[src/rtl/ex_pkg.sv]
// Shared definitions for the execute result stage: opcode and FSM state
// encodings, saturation limits, and the register-write predicate.
package ex_pkg;

  typedef enum logic [3:0] {
    OP_ADD    = 4'b0000,
    OP_SUB    = 4'b0001,
    OP_XOR    = 4'b0010,
    OP_RED    = 4'b0011,
    OP_SLL    = 4'b0100,
    OP_SRA    = 4'b0101,
    OP_ROR    = 4'b0110,
    OP_PADDSB = 4'b0111,
    OP_LW     = 4'b1000,
    OP_SW     = 4'b1001,
    OP_LLB    = 4'b1010,
    OP_LHB    = 4'b1011,
    OP_B      = 4'b1100,
    OP_BR     = 4'b1101,
    OP_PCS    = 4'b1110,
    OP_HLT    = 4'b1111
  } opcode_t;

  typedef enum logic {
    RUN    = 1'b0,
    HALTED = 1'b1
  } state_t;

  localparam logic [15:0] SAT_POS = 16'h7FFF;
  localparam logic [15:0] SAT_NEG = 16'h8000;

  // LW is excluded: its writeback comes from memory, not from this stage.
  function automatic logic writes_reg(opcode_t op);
    case (op)
      OP_ADD, OP_SUB, OP_XOR, OP_RED, OP_SLL, OP_SRA, OP_ROR,
      OP_PADDSB, OP_LLB, OP_LHB, OP_PCS: writes_reg = 1'b1;
      default:                           writes_reg = 1'b0;
    endcase
  endfunction

endpackage

[src/rtl/sat_detect.sv]
// 16-bit signed overflow detection and saturation.
// Ports:
//   a       - operand A
//   eb      - effective operand B as fed to the adder (~B for subtract)
//   sum     - adder sum
//   ovf     - signed overflow occurred
//   sat_val - sum, or the signed limit matching A's sign on overflow
module sat_detect
  import ex_pkg::*;
(
  input  logic [15:0] a,
  input  logic [15:0] eb,
  input  logic [15:0] sum,
  output logic        ovf,
  output logic [15:0] sat_val
);

  // Only the sign bits of a and eb matter for overflow detection.
  logic unused_low_bits;
  assign unused_low_bits = ^{a[14:0], eb[14:0]};

  assign ovf     = (a[15] == eb[15]) && (sum[15] != a[15]);
  assign sat_val = ovf ? (a[15] ? SAT_NEG : SAT_POS) : sum;

endmodule

[src/rtl/ex_result_stage.sv]
// Execute result stage: saturates ADD/SUB adder results, selects the final
// result, maintains Z/V/N flags and registers the beat toward writeback
// behind a valid/ready handshake. A HLT beat stops the stage until reset.
//
// Ports:
//   clk, rst_n              - clock, synchronous active-low reset
//   in_valid/in_ready       - upstream handshake
//   in_op, in_a, in_b       - opcode and ISA operands
//   in_sum                  - adder sum (SUB fed ~B with Cin=1)
//   in_alt                  - shift/RED/PADDSB/LLB/LHB/PCS unit result
//   in_dst                  - destination register index
//   out_valid/out_ready     - downstream handshake
//   out_result, out_dst     - registered result and destination
//   out_wr_en               - register-file write enable for this beat
//   flag_z, flag_v, flag_n  - flag register
//   halted                  - stage has accepted HLT
//   ovf_count               - saturating ADD/SUB overflow count
//                             (present only with EX_OVF_COUNT_EN defined)
//
// State | Meaning
// RUN    | accepting beats
// HALTED | HLT accepted; no further beats until reset, output may drain
module ex_result_stage
  import ex_pkg::*;
#(
  parameter int DW = 16,
  parameter int RW = 4
) (
  input  logic          clk,
  input  logic          rst_n,
  input  logic          in_valid,
  output logic          in_ready,
  input  logic [3:0]    in_op,
  input  logic [DW-1:0] in_a,
  input  logic [DW-1:0] in_b,
  input  logic [DW-1:0] in_sum,
  input  logic [DW-1:0] in_alt,
  input  logic [RW-1:0] in_dst,
  output logic          out_valid,
  input  logic          out_ready,
  output logic [DW-1:0] out_result,
  output logic [RW-1:0] out_dst,
  output logic          out_wr_en,
  output logic          flag_z,
  output logic          flag_v,
  output logic          flag_n,
  output logic          halted
`ifdef EX_OVF_COUNT_EN
  ,
  output logic [15:0]   ovf_count
`endif
);

  state_t        state, state_nx;
  opcode_t       op;
  logic          accept;
  logic          is_addsub;
  logic          z_only;
  logic          ovf;
  logic [DW-1:0] eb;
  logic [DW-1:0] sat_val;
  logic [DW-1:0] res_d;

  assign op        = opcode_t'(in_op);
  assign is_addsub = (op == OP_ADD) || (op == OP_SUB);
  assign z_only    = (op == OP_XOR) || (op == OP_SLL) || (op == OP_SRA) || (op == OP_ROR);
  assign eb        = (op == OP_SUB) ? ~in_b : in_b;

  sat_detect u_sat (
    .a       (in_a),
    .eb      (eb),
    .sum     (in_sum),
    .ovf     (ovf),
    .sat_val (sat_val)
  );

  assign in_ready = (state == RUN) && (!out_valid || out_ready);
  assign accept   = in_valid && in_ready;
  assign halted   = (state == HALTED);

  always_comb begin
    res_d = '0;
    case (op)
      OP_ADD, OP_SUB:                     res_d = sat_val;
      OP_XOR:                             res_d = in_a ^ in_b;
      OP_RED, OP_SLL, OP_SRA, OP_ROR,
      OP_PADDSB, OP_LLB, OP_LHB, OP_PCS:  res_d = in_alt;
      OP_LW, OP_SW:                       res_d = in_sum;
      default:                            res_d = '0;
    endcase
  end

  always_comb begin
    state_nx = state;
    if (accept && (op == OP_HLT)) state_nx = HALTED;
  end

  always_ff @(posedge clk) begin
    if (!rst_n) state <= RUN;
    else        state <= state_nx;
  end

  always_ff @(posedge clk) begin
    if (!rst_n) begin
      out_valid  <= 1'b0;
      out_result <= '0;
      out_dst    <= '0;
      out_wr_en  <= 1'b0;
      flag_z     <= 1'b0;
      flag_v     <= 1'b0;
      flag_n     <= 1'b0;
    end else if (accept) begin
      out_valid  <= 1'b1;
      out_result <= res_d;
      out_dst    <= in_dst;
      out_wr_en  <= writes_reg(op);
      if (is_addsub) begin
        flag_z <= (res_d == '0);
        flag_v <= ovf;
        flag_n <= res_d[DW-1];
      end else if (z_only) begin
        flag_z <= (res_d == '0);
      end
    end else if (out_ready) begin
      out_valid <= 1'b0;
    end
  end

`ifdef EX_OVF_COUNT_EN
  always_ff @(posedge clk) begin
    if (!rst_n)
      ovf_count <= '0;
    else if (accept && is_addsub && ovf && (ovf_count != 16'hFFFF))
      ovf_count <= ovf_count + 16'd1;
  end
`endif

endmodule
[config.mk]
export PLATFORM = sky130hd
export DESIGN_NAME = ex_result_stage
export DESIGN_NICKNAME = d
export VERILOG_FILES = /design/src/rtl/ex_pkg.sv /design/src/rtl/sat_detect.sv /design/src/rtl/ex_result_stage.sv
export SDC_FILE = /design/constraint.sdc
export NUM_CORES = 1
export LEC_CHECK = 0
export CORE_AREA = 2 2 76 78
export CTS_BUF_LIST = sky130_fd_sc_hd__clkbuf_16
export DETAILED_ROUTE_END_ITERATION = 6
export DIE_AREA = 0 0 78 80
export PLACE_DENSITY = 0.72
export REMOVE_ABC_BUFFERS = 1
export SLEW_MARGIN = 20
export SYNTH_ARGS = -nofsm -noshare
export SYNTH_HDL_FRONTEND = slang
export SYNTH_SLANG_ARGS = --single-unit
[constraint.sdc]
create_clock -name clk -period 1.7 [get_ports clk]
set_clock_uncertainty 0.2 [all_clocks]
set_input_delay 0.17 -clock clk [delete_from_list [all_inputs] [get_ports clk]]
set_output_delay 0.17 -clock clk [all_outputs]
set_load 0.02 [all_outputs]
-- After elaboration in Yosys (flattened, before gate mapping)
Memories as Yosys holds them, arrays and structs flattened. A register that Yosys moved wholly into a read port is not among the register bits.
Index checks and enable logic that the tools add are counted.
- bits in registers: 25
- bits in read-only memories: 16
- bits of input ports: 76
- output and inout port bits: 27
- word-level logic and storage cells: 54
- memories: 1
- equal/unequal tests: 15
- multiplexer cells: 8
- bitwise operators: 3
- reduce and logical (&&, ||, !) cells: 20
- memories (memory ; words ; bits a word ; rd ports ; clocked after memory_dff ; write ports ; line ; RTL):
    (name not given) ; 16 ; 1 ; 1 ; 1 ; 0 ; ex_pkg.sv:34 ; case (op)
- operator list (operator ; count):
    $pmux 16 s4 ; 1
    $mux 16 ; 3
    $eq 4x4->1 const B ; 6
    $eq 4x3->1 const B ; 4
    $logic_not 16->1 ; 1
    $not 16->16 ; 1
    $xor 16x16->16 ; 1
    $eq 4x2->1 const B ; 2
    $reduce_or 8->1 ; 1
    $logic_or 1x1->1 ; 5
    $eq 4x1->1 const B ; 1
    $logic_and 1x1->1 ; 4
    $logic_not 4->1 ; 1
    $mux 1 ; 4
    $reduce_and 2->1 ; 2
    $reduce_bool 2->1 ; 2
    $reduce_or 2->1 ; 2
    $logic_not 1->1 ; 2
    $eq 1x1->1 ; 1
    $ne 1x1->1 ; 1
    $not 1->1 ; 1

-- Longest topological paths before layout
- word-level depth: 9
- gate-level depth with buffers: 8
- gate-level depth less buffers: 6

-- By module
From an unflattened synthesis, not the netlist that was laid out.
- cell total of the unflattened synthesis: 260
- area total of the unflattened synthesis: 2100.8 um^2
- by module, submodules not included (module ; times used ; cells each ; area each (um^2) ; seq. area each (um^2)):
    ex_result_stage ; 1 ; 204 ; 1785.5 ; 520.5
    sat_detect ; 1 ; 56 ; 315.3 ; 0.0

-- Worst setup path before layout
Ideal clock, no wire load.
- kind: input to register
- start point: in in_op[0]
- end point: reg flag_z
- setup time: 0.084 ns
- arrival: 1.582 ns
- data required time: 1.416 ns
- path slack: -0.167 ns
- stages: 8
- buffers on the path: 2
- path through: buf_4 nor2_2 o21bai_4 buf_6 a222oi_1 and2b_1 nand4_1 o31ai_2
- word-level cells in the longest chain between the ends: 9
- elaborated cells on any way between the ends: 30
- classes of those cells: 13 x eq/ne; 5 x mux; 12 x reduce/logical
- ends and longest elaborated chain (what ; line ; RTL):
    start, declared ; ex_result_stage.sv:33 ; input logic [3:0] in_op,
    $eq 4x1->1 ; ex_result_stage.sv:65, ex_result_stage.sv:67, ex_result_stage.sv:83 ;
    $mux 16 ; ex_result_stage.sv:67 ; assign eb = (op == OP_SUB) ? ~in_b : in_b;
    $eq 1x1->1 ; sat_detect.sv:22 ; assign ovf = (a[15] == eb[15]) && (sum[15] != a[15]);
    $logic_and 1x1->1 ; sat_detect.sv:22 ;
    $mux 16 ; sat_detect.sv:23 ; assign sat_val = ovf ? (a[15] ? SAT_NEG : SAT_POS) : sum;
    $pmux 16 s4 ; ex_result_stage.sv:83 ; case (op)
    $logic_not 16->1 ; ex_result_stage.sv:118, ex_result_stage.sv:122 ;
    $mux 1 ; ex_result_stage.sv:121 ; end else if (z_only) begin
    $mux 1 ; ex_result_stage.sv:117 ; if (is_addsub) begin
    end signal, assigned ; ex_result_stage.sv:118 ; flag_z <= (res_d == '0);
    end signal, assigned ; ex_result_stage.sv:122 ; flag_z <= (res_d == '0);
    end, declared ; ex_result_stage.sv:44 ; output logic flag_z,
Several ways; a longest one is shown, not always the timed one. The select of a mux whose other input is x is not followed.
A chain may end at the register's enable or synchronous reset.

-- Worst setup path in the final report
- start point: in in_b[13]
- end point: reg flag_z
- word-level cells in the longest chain between the ends: 5
- ends and longest elaborated chain (what ; line ; RTL):
    start, declared ; ex_result_stage.sv:35 ; input logic [DW-1:0] in_b,
    $xor 16x16->16 * ; ex_result_stage.sv:85 ; OP_XOR: res_d = in_a ^ in_b;
    $pmux 16 s4 * ; ex_result_stage.sv:83 ;
    $logic_not 16->1 * ; ex_result_stage.sv:118, ex_result_stage.sv:122 ;
    $mux 1 ; ex_result_stage.sv:121 ;
    $mux 1 * ; ex_result_stage.sv:117 ;
Mark *: on every way between the ends. The rest lies on a longest branch, timed or not. The select of a mux whose other input is x is not followed.

==> metrics.cfg <==
[setup_path]
cp_top_family = compound AO/OA/AOI/OAI gates
crit_arrival_ns = 1.74
end_kind = register
crit_fanout = 2
cp-start-kind = input port
path_depth = 7
r2r_cells = 6
cp-endpoint = flag_z
criticalPathCategory = in2reg
crit_start = in_b[13]
cp_cell_sequence = clkdlybuf4s50_1, xor2_1, a32o_2, a211oi_2, and4bb_1, nand4b_1, o31ai_2
timing.rr.start = halted
r2r_end = flag_z
r2r_setup_slack_ns = 0.11
slowest_stage = clkdlybuf4s50_1
critPathRequiredTime_ns = 1.68
crit_buf_inv = 1
max_stage_delay_ns = 0.41

[timing]
finalSetupViolCount = 1
post-route-min-period_ns = 1.760
max_freq_mhz = 568.2
worst_pin_slew_ns = 0.4984
finalSetupTns_ns = -0.05996
slew_headroom_pct = 66.74
hold_viol = 0
grt_setup_unrepaired = yes
hold_ws_ns = 0.1447
period_share_pct = 103.5
worst_slack_ns = -0.05996
final_max_slew_viol_count = 0

[routing]
dr.pass1.iters = 5
routed_wl_um = 7057
vias_per_cell = 5.169
ant_nets = 0
drt_iter0_markers = 161
avgRoutedWirePerCell_um = 15.89
drcViolationCount = 0
vias = 2295

[cells_and_area]
fillerInstances = 473
fin_nets = 450
area_delta_synth_final_pct = 99.50
finalInstanceArea_um2 = 3522
antenna_cells = 0
drive_gt1_share_pct = 27.69

[die]
die_x_um = 78
core_area_um2 = 5405
die_area_um2 = 6240
pin_count = 103
initial_core_util_pct = 32.66
placementRows = 27
die_height_um = 80

[yosys]
ys_types = 51
synth_flop_cell = dfxtp_1
synthMuxAreaShare_pct = 0.5670
synthXorXnorAreaFrac_pct = 9.355
ys_async_sr_fraction_pct = 0
synth_top_family_by_area = compound AO/OA/AOI/OAI gates
seq_area_frac_synth_pct = 29.48
ys_ff_latch = 26
netlist_instances = 218
syn_avg_cell_area_um2 = 8.098
syn-cell-area_um2 = 1765
synth_edf_count = 0
synth-compound-area-share_pct = 35.22
yosys.area_share.adder_pct = 0
yosysWarnings = 0
yosys.area_share.simple_pct = 19.91

[placement]
io_buffers = 102
gp_congestion = 0.9623
placed_area_um2 = 3212
dpl.hpwl_um = 5406

[power_and_ir_drop]
p_per_area_nw_per_um2 = 588.1
finalPower_uw = 2071
leakage_uw = 0.001475
ir_worst_vdd_mv = 0.4330

[clock_tree]
cts.hold.buffers_added = 0
cts-buffers-inserted = 3
cts.sinks = 26
cts_tree = done
cts_buffer_depth = 2
htree_levels = 1
clk_latency_ns = 0.26
cts_root_buffer = clkbuf_16
clkTransAtPathRegs_ns = 0.07

[grt]
grt.overflow.total = 0
grtUsageTotal_pct = 21.74
antenna_found_initial = 0
grt_max_degree = 25
grt_first_pass_wirelength_um = 10580
grt_pass1_vias = 2159

[outcome]
status = finished with violations
violations = setup timing

[hold_path]
hold_path.class = in2reg

[job]
maxCapViolCount = 0

## repair_timing
| item | 4_1_cts | 5_1_grt |
|---|---|---|
| hold endpoints to repair | 0 | 0 |
| endpoints found under the setup margin | 20 | 18 |
| gates resized for setup | 33 | 49 |
| pin swaps | 13 | 24 |
| setup buffers | 7 | 6 |
## routing by layer
layer	GRT usage [%]	share of wire (%)
met3	3.507	6.3
met4	7.368	2.1
met1	29.30	42
met2	35.26	49
met5	0	0
## worst min path at each step
stage | startpoint | end | slack [ns] | depth (start not counted)
after floorplan | in_op[3] | out_wr_en | 0.08 | 1
after global placement | out_dst[3] | out_dst[3] | 0.24 | 2
after detailed placement | out_dst[3] | out_dst[3] | 0.25 | 2
after CTS | in_dst[2] | out_dst[2] | 0.25 | 3
after global routing | in_op[1] | flag_z | 0.17 | 5
final | in_op[1] | flag_z | 0.14 | 5
## worst min-delay path: cells and delay by family
family,cells,cell delay (ns)
AOI/OAI and AO/OA,2,0.17
and+or+nand+nor,2,0.15
buffers and inverters,1,0.10
## Yosys cell counts, types with 2 or more instances
cell / number / area, um^2
o21ai_0: 31 / 155.2
dfxtp_1: 26 / 520.5
a21oi_1: 25 / 125.1
nor2_1: 19 / 71.32
nand2_1: 15 / 56.30
xor2_1: 10 / 87.58
clkbuf_1: 8 / 30.03
a211oi_1: 7 / 52.55
xnor2_1: 7 / 61.31
a31oi_1: 6 / 37.54
a222oi_1: 4 / 40.04
buf_6: 4 / 45.04
nor3_1: 4 / 20.02
a22oi_1: 3 / 22.52
nand2b_1: 3 / 18.77
nor2b_1: 3 / 18.77
a221oi_1: 2 / 17.52
a22o_1: 2 / 17.52
a311oi_1: 2 / 17.52
buf_2: 2 / 10.01
nand3_1: 2 / 10.01
nand4_1: 2 / 12.51
nor4_1: 2 / 12.51
o21a_1: 2 / 15.01
## power by group
part           leakage [uW]  internal (uW)  switching, uW  total (uW)
clock             0.0000370            313            225         538
sequential         0.000215            655           21.3         676
combinational       0.00122            483            374         857
total               0.00148           1450            621        2070
## cell type report
cell class | instances | area [um^2] | share of cell area [%]
sequential | 26 | 520.5 | 14.78
multi-input combinational | 176 | 1277 | 36.27
timing repair buffer | 166 | 1555 | 44.16
inverter | 1 | 3.754 | 0.1066
clock buffer | 3 | 75.07 | 2.131
tap | 72 | 90.09 | 2.558
## logic make-up after synthesis
family | Yosys count
buf+inv | 16
compound gates | 95
flops | 26
simple gates | 62
mux | 1
xor+xnor | 18
## cells in the final DEF, fill, tap and decap left out, types with 3 or more instances in the layout
master / synthesis / routed
dlymetal6s2s_1: 0 / 11
a21oi_1: 25 / 24
a222oi_1: 4 / 4
a211oi_1: 7 / 3
clkbuf_16: 0 / 3
nand2_1: 15 / 14
xor2_1: 10 / 8
buf_4: 1 / 62
nor3_1: 4 / 3
a211oi_2: 1 / 5
xnor2_1: 7 / 6
o21ai_0: 31 / 29
a22oi_1: 3 / 3
clkdlybuf4s50_1: 0 / 83
dfxtp_1: 26 / 26
a31oi_1: 6 / 6
buf_12: 0 / 3
nor2_1: 19 / 19
clkbuf_2: 0 / 3
## stage by stage
step                      instances  util, %  setup WS, ns
after floorplan                 203        -       -0.1741
after global placement          429    59.42       -0.7472
after detailed placement        429    59.42       -0.8214
after CTS                       439    62.38       -0.2528
after global routing            444    65.16       -0.1111
final                           444    65.16      -0.05996
## state kept, by name (all words and copies together), names as in the netlist
signal      flops
halted          1
flag_v          1
out_valid       1
out_result     16
out_wr_en       1
flag_z          1
flag_n          1
out_dst         4
Note: power is estimated with default switching activity, not from simulation.
